--- src/rtl/pulse_burst_scheduler.sv ---
// pulse_burst_scheduler: round-robin shares one pulse-train engine between NumCh requesters.
// A granted burst plays F+1 segments of H cycles on the winner's line, starting at spol and
// ending at epol, then a GapCycles idle gap follows before the next grant.
// Optional feature: define PULSE_SCHED_ABORT_EN to add a per-channel abort input.
module pulse_burst_scheduler #(
  parameter int unsigned  NumCh       = 4,
  parameter int unsigned  MaxPulseCnt = 15,
  parameter int unsigned  HalfW       = 8,
  parameter int unsigned  GapCycles   = 2,
  localparam int unsigned CntW        = $clog2(MaxPulseCnt + 1)
) (
  input  logic                   clk,
  input  logic                   reset,
  input  logic [NumCh-1:0]       req_valid,
  output logic [NumCh-1:0]       req_ready,
  input  logic [NumCh*CntW-1:0]  req_pulse_cnt,
  input  logic [NumCh*HalfW-1:0] req_half_cycles,
  input  logic [NumCh-1:0]       req_spol,
  input  logic [NumCh-1:0]       req_epol,
`ifdef PULSE_SCHED_ABORT_EN
  input  logic [NumCh-1:0]       abort,
`endif
  output logic [NumCh-1:0]       pulse_o,
  output logic [NumCh-1:0]       done,
  output logic                   busy
);

  localparam int unsigned IdxW  = (NumCh > 1) ? $clog2(NumCh) : 1;
  localparam int unsigned FlipW = $clog2(2 * MaxPulseCnt + 2);
  localparam int unsigned GapW  = (GapCycles < 2) ? 1 : $clog2(GapCycles);
  localparam logic [GapW-1:0] GapLast = GapW'((GapCycles == 0) ? 0 : GapCycles - 1);

  typedef enum logic [1:0] {StIdle, StRun, StGap} state_e;

  // With no gap configured a finished burst returns straight to IDLE.
  localparam state_e StAfterRun = (GapCycles == 0) ? StIdle : StGap;

  state_e            state_q, state_d;
  logic [IdxW-1:0]   ch_q, ch_d;
  logic [IdxW-1:0]   ptr_q, ptr_d;
  logic [HalfW-1:0]  h_q, h_d;
  logic [FlipW-1:0]  f_q, f_d;
  logic              epol_q, epol_d;
  logic [HalfW-1:0]  cyc_q, cyc_d;
  logic [FlipW-1:0]  flip_q, flip_d;
  logic [GapW-1:0]   gap_q, gap_d;
  logic [NumCh-1:0]  pulse_q, pulse_d;
  logic [NumCh-1:0]  done_q, done_d;
  logic              busy_q;
`ifdef PULSE_SCHED_ABORT_EN
  logic              abort_q, abort_d;
`endif

  logic              gnt_vld;
  logic [IdxW-1:0]   gnt_idx;
  logic [CntW-1:0]   gnt_cnt;
  logic [HalfW-1:0]  gnt_half;
  logic              run_last;
  logic              seg_end;

  // Round-robin search beginning at the channel after the last grant.
  always_comb begin
    int unsigned     j;
    logic [IdxW-1:0] jj;
    j       = 0;
    jj      = '0;
    gnt_vld = 1'b0;
    gnt_idx = '0;
    for (int unsigned i = 0; i < NumCh; i++) begin
      j = 32'(ptr_q) + i;
      if (j >= NumCh) j = j - NumCh;
      jj = IdxW'(j);
      if (!gnt_vld && req_valid[jj]) begin
        gnt_vld = 1'b1;
        gnt_idx = jj;
      end
    end
  end

  assign gnt_cnt   = req_pulse_cnt[gnt_idx*CntW +: CntW];
  assign gnt_half  = req_half_cycles[gnt_idx*HalfW +: HalfW];
  assign req_ready = (state_q == StIdle && gnt_vld && !reset) ? (NumCh'(1) << gnt_idx) : '0;

  assign seg_end  = (cyc_q == h_q - HalfW'(1));
  assign run_last = seg_end && (flip_q == f_q);

  // Next-state, burst bookkeeping and registered-output next values.
  always_comb begin
    state_d = state_q;
    ch_d    = ch_q;
    ptr_d   = ptr_q;
    h_d     = h_q;
    f_d     = f_q;
    epol_d  = epol_q;
    cyc_d   = cyc_q;
    flip_d  = flip_q;
    gap_d   = gap_q;
    pulse_d = pulse_q;
    done_d  = '0;
`ifdef PULSE_SCHED_ABORT_EN
    abort_d = abort_q;
`endif
    unique case (state_q)
      StIdle: begin
        if (gnt_vld) begin
          ch_d             = gnt_idx;
          ptr_d            = (gnt_idx == IdxW'(NumCh - 1)) ? '0 : gnt_idx + IdxW'(1);
          h_d              = (gnt_half == '0) ? HalfW'(1) : gnt_half;
          f_d              = FlipW'({gnt_cnt, 1'b0})
                             + FlipW'(req_spol[gnt_idx] ^ req_epol[gnt_idx]);
          epol_d           = req_epol[gnt_idx];
          cyc_d            = '0;
          flip_d           = '0;
          pulse_d[gnt_idx] = req_spol[gnt_idx];
          state_d          = StRun;
        end
      end
      StRun: begin
`ifdef PULSE_SCHED_ABORT_EN
        if (abort_q) begin
          // The forced epol cycle was the final RUN cycle.
          abort_d = 1'b0;
          gap_d   = '0;
          state_d = StAfterRun;
        end else
`endif
        if (run_last) begin
          gap_d   = '0;
          state_d = StAfterRun;
`ifdef PULSE_SCHED_ABORT_EN
        end else if (abort[ch_q]) begin
          abort_d       = 1'b1;
          pulse_d[ch_q] = epol_q;
`endif
        end else if (seg_end) begin
          cyc_d         = '0;
          flip_d        = flip_q + FlipW'(1);
          pulse_d[ch_q] = ~pulse_q[ch_q];
        end else begin
          cyc_d = cyc_q + HalfW'(1);
        end
      end
      StGap: begin
        if (gap_q == GapLast) state_d = StIdle;
        else                  gap_d   = gap_q + GapW'(1);
      end
      default: state_d = StIdle;
    endcase
    // done is registered, so raise it when the upcoming cycle is the last RUN cycle.
`ifdef PULSE_SCHED_ABORT_EN
    if (state_d == StRun && (abort_d || ((flip_d == f_d) && (cyc_d == h_d - HalfW'(1))))) begin
      done_d[ch_d] = 1'b1;
    end
`else
    if (state_d == StRun && (flip_d == f_d) && (cyc_d == h_d - HalfW'(1))) begin
      done_d[ch_d] = 1'b1;
    end
`endif
  end

  // State and output registers with synchronous active-high reset.
  always_ff @(posedge clk) begin
    if (reset) begin
      state_q <= StIdle;
      ch_q    <= '0;
      ptr_q   <= '0;
      h_q     <= '0;
      f_q     <= '0;
      epol_q  <= 1'b0;
      cyc_q   <= '0;
      flip_q  <= '0;
      gap_q   <= '0;
      pulse_q <= '0;
      done_q  <= '0;
      busy_q  <= 1'b0;
`ifdef PULSE_SCHED_ABORT_EN
      abort_q <= 1'b0;
`endif
    end else begin
      state_q <= state_d;
      ch_q    <= ch_d;
      ptr_q   <= ptr_d;
      h_q     <= h_d;
      f_q     <= f_d;
      epol_q  <= epol_d;
      cyc_q   <= cyc_d;
      flip_q  <= flip_d;
      gap_q   <= gap_d;
      pulse_q <= pulse_d;
      done_q  <= done_d;
      busy_q  <= (state_d != StIdle);
`ifdef PULSE_SCHED_ABORT_EN
      abort_q <= abort_d;
`endif
    end
  end

  assign pulse_o = pulse_q;
  assign done    = done_q;
  assign busy    = busy_q;

endmodule

--- config.mk ---
export PLATFORM = sky130hd
export DESIGN_NAME = pulse_burst_scheduler
export DESIGN_NICKNAME = d
export VERILOG_FILES = /design/src/rtl/pulse_burst_scheduler.sv
export SDC_FILE = /design/constraint.sdc
export NUM_CORES = 1
export LEC_CHECK = 0
export ABC_AREA = 1
export CORE_MARGIN = 2
export CORE_UTILIZATION = 43
export DETAILED_ROUTE_END_ITERATION = 7
export HOLD_SLACK_MARGIN = 0.05
export PLACE_DENSITY = 0.8
export SLEW_MARGIN = 10
export SYNTH_ARGS = -nofsm -noshare
export SYNTH_HDL_FRONTEND = slang
export SYNTH_SLANG_ARGS = --single-unit
--- constraint.sdc ---
create_clock -name clk -period 3.7 [get_ports clk]
set_input_delay 0.74 -clock clk [delete_from_list [all_inputs] [get_ports clk]]
set_output_delay 0.74 -clock clk [all_outputs]
set_load 0.005 [all_outputs]
==> qor.yml <==
status:
  status: "completed"
placed_design:
  port_buffers: 74
  post-dp-hpwl_um: 9104
  gp_congestion: 0.9435
  dp_cells: 887
global_route:
  grt_usage_pct: 24.34
  overflow: 0
  grt_antenna_before_repair: 0
  grt_pass1_vias: 4426
  grt_max_degree: 35
  grt_pass1_wl_um: 19670
worst_setup_path:
  cpMaxStageDelayCell: "clkdlybuf4s50_1"
  path_class: "input pin to primary output"
  worstRegToRegCells: 26
  crit_cells: 13
  critPathBufInv: 5
  path_cells: "dlymetal6s2s_1 -> inv_1 -> nand2_1 -> nand3_2 -> nand2_4 -> nor2_4 -> nand3_4 -> nand3_4 -> buf_8 -> ha_1 -> inv_1 -> nor2_1 -> clkdlybuf4s50_1"
  cpPeakStageDelay_ns: 0.51
  cp-start-kind: "input pin"
  cp.required_ns: 2.96
  path_max_fanout: 18
  crit_family: "buffers and inverters"
  r2r_end: "done[2]"
  worstReg2RegStart: "ptr_q[1]"
  critPathLaunch: "req_valid[2]"
  end_kind: "primary output"
  r2r_slack_ns: 0.48
  worstPathArrival_ns: 2.67
synth:
  synth_edf_count: 0
  synthDistinctLibCells: 39
  yosysMostFrequentCell: "nand2_1"
  synth_common_cells: "237 x nand2_1, 87 x nor2_1, 83 x inv_1"
  yosysSeqAreaShare_pct: 22.00
  syn-instance-count: 679
  async_reset_ff_share_pct: 0
  synth.avg_cell_area_sq_um: 5.628
  synth_seq_cells: 42
  syn_area_sq_um: 3821
  syn_nets: 749
  synth-main-ff-cell: "dfxtp_1"
  yosys-top-cells-area: "nand2_1 23%, dfxtp_1 22%, nand3_1 9.7%, nor2_1 8.5%, inv_1 8.2%"
  yosys_warnings: 0
  yosysTopAreaCell: "nand2_1"
  synth.top_cell.area_share_pct: 23.28
pwr:
  comb_power_share_pct: 83.3
  power_density_nw_per_um2: 1079
  seq_power_share_pct: 11.4
  power.leakage_uw: 0.002662
  swShare_pct: 52.11
  power.switching_uw: 3000
  p_int_uw: 2758
  ir_worst_vdd_uv: 471.0
  p_clk_share_pct: 5.4
hold_path:
  hold_path_class: "flip-flop to flip-flop"
  whs_path_depth: 2
  min_from: "gap_q"
  hold_end: "gap_q"
routing:
  first_pass_iters: 5
  drtAntennaViolNets: 0
  wl_per_cell_um: 13.25
  first_iter_violations: 288
  vias: 4690
  avgViaCountPerCell: 5.177
  drt-total-wl_um: 12000
  drc_errors: 0
final_layout:
  final_layout_size_suffix_gt1_share_pct: 15.91
  fin_util_pct: 61.49
  instances_no_fill: 906
  num_antenna_cells: 0
  seqCellArea_sq_um: 840.8
  area_delta_synth_final_pct: 39.65
  fillers: 838
  multiInputGateArea_sq_um: 2649
  nets: 867
die:
  die_w_um: 98.27
  placementRows: 34
  io_pins: 75
  die-height_um: 98.27
  start_util_pct: 44.03
  dieArea_sq_um: 9656
  core_sq_um: 8678
timing:
  clock.fmax_mhz: 293.4
  skew_ns: 0.005993
  rsz0062_at_grt: "false"
  fin_crit_sh_pct: 92.12
  slew_headroom_pct: 65.70
  maxSlewViolCount: 0
  finalSetupViolCount: 0
  layout_min_cycle_time_ns: 3.409
  hold_violations: 0
  tightestPinTransition_ns: 0.5126
run:
  cap_violations: 0
clocking:
  cts_buffers: 5
  clock-sinks: 42
  cts_tree: "done"
  clk_path_buf_depth: 2
  postCtsHoldBufs: 0
  worstSkewPairLatency_ns: 0.30
  htree_levels: 2
  clkTransAtPathRegs_ns: 0.08
  clock_tree.root_cell: "clkbuf_8"
## metal layers
metal,routed length [um],global-route usage [%],up-vias
met5,0,0,-
met1,5468,32.34,2106
met3,636,3.436,29
li1,-,-,2399
met4,418,9.062,0
met2,5476,40.25,156
## registers in the layout, indices dropped and copies added, names as in the netlist
name     count
cyc_q        8
pulse_o      4
flip_q       5
ptr_q        2
f_q          5
h_q          8
state_q      2
busy         1
gap_q        1
ch_q         2
done         4
## power by group through the flow
stage               sequential, uW  combinational (uW)  clock (uW)
floorplan                      640                2710           0
global placement               658                4060           0
detailed placement             660                4130           0
CTS                            650                4250         312
global route                   665                5340         331
finish                         655                4790         308
## metrics by stage
step | setup WS, ns | hold WS [ns] | instance area [sq um] | total power, uW | TNS [ns]
final | 0.2915 | 0.4656 | 5336 | 5758 | 0
after global routing | 0.04183 | 0.4979 | 5336 | 6332 | 0
after CTS | 0.03451 | 0.4672 | 5080 | 5214 | 0
after detailed placement | -0.2885 | 0.4550 | 4954 | 4788 | -1.658
after global placement | -0.1910 | 0.4469 | 4954 | 4714 | -1.235
after floorplan | 0.6042 | 0.4377 | 3821 | 3345 | 0
## worst reg2reg max path, stage by stage, from the launching register on
cell and delay, ns:
dfxtp_1 0.45, inv_2 0.11, nand2_2 0.09, nand2_4 0.07, nand2_2 0.07, nand2_2 0.06, nor2_4 0.16, nand2_1 0.09
nand3_2 0.10, nand2_4 0.07, buf_4 0.13, buf_4 0.16, nand3_1 0.10, nand2_2 0.07, nand2_1 0.06, nor2_1 0.04
nand2_1 0.06, nand2_2 0.07, nand2_4 0.08, ha_4 0.13, nand3_1 0.08, nor2_2 0.18, o21bai_1 0.13, nand4_1 0.13
nor2_2 0.18, nand4_1 0.16, nor2_1 0.15
## cell usage in the layout, fill, tap and decap left out, types with 6 or more instances in the layout
cell             netlist  routed
nand2_1              237     226
ha_1                   8       7
clkdlybuf4s50_1        0      67
buf_4                  3      49
o21ai_0               18      18
nand3_2                3      20
dfxtp_1               42      42
nor2_1                87      83
nand2_2                7      15
inv_2                  5       8
nor2_2                 2       6
o21ai_1                7       7
buf_12                 0       6
a21oi_1               14      14
nand3_1               74      57
xor2_1                 8       8
nand4_1               31      31
inv_1                 83      80
## worst max-delay path by stage
stage | endpoint | slack, ns
floorplan | done[0] | 0.60
global placement | done[0] | -0.19
detailed placement | done[2] | -0.29
CTS | done[2] | 0.03
global route | done[2] | 0.04
finish | req_ready[0] | 0.29
## cells by family (layout without fill, tap and decap cells)
kind of cell / count (synthesis) / count (layout) / share of synthesized area, %
muxes: 1 / 1 / 0.2620
adders and majority gates: 8 / 8 / 2.620
AOI/OAI and AO/OA: 51 / 51 / 7.531
and+or+nand+nor: 454 / 454 / 52.00
DFF: 42 / 42 / 22.00
xor gates and xnor gates: 13 / 13 / 2.980
buffers and inverters: 110 / 229 / 12.61
## cell type report
class / count / area share [%]
multi-input cells: 527 / 49.64
repair buffers: 132 / 24.10
flip-flops and latches: 42 / 15.76
inverters: 89 / 6.354
well taps: 108 / 2.532
clock buffers: 6 / 1.360
clock inverters: 2 / 0.2579
## what timing repair did
action | CTS | global route
cloned | 0 | 1
setup endpoints to repair | 4 | 7
hold endpoints to repair | 0 | 0
resized for setup | 9 | 45
pin swaps | 4 | 23
setup buffers | 3 | 8
Note: power is estimated with default switching activity, not from simulation.
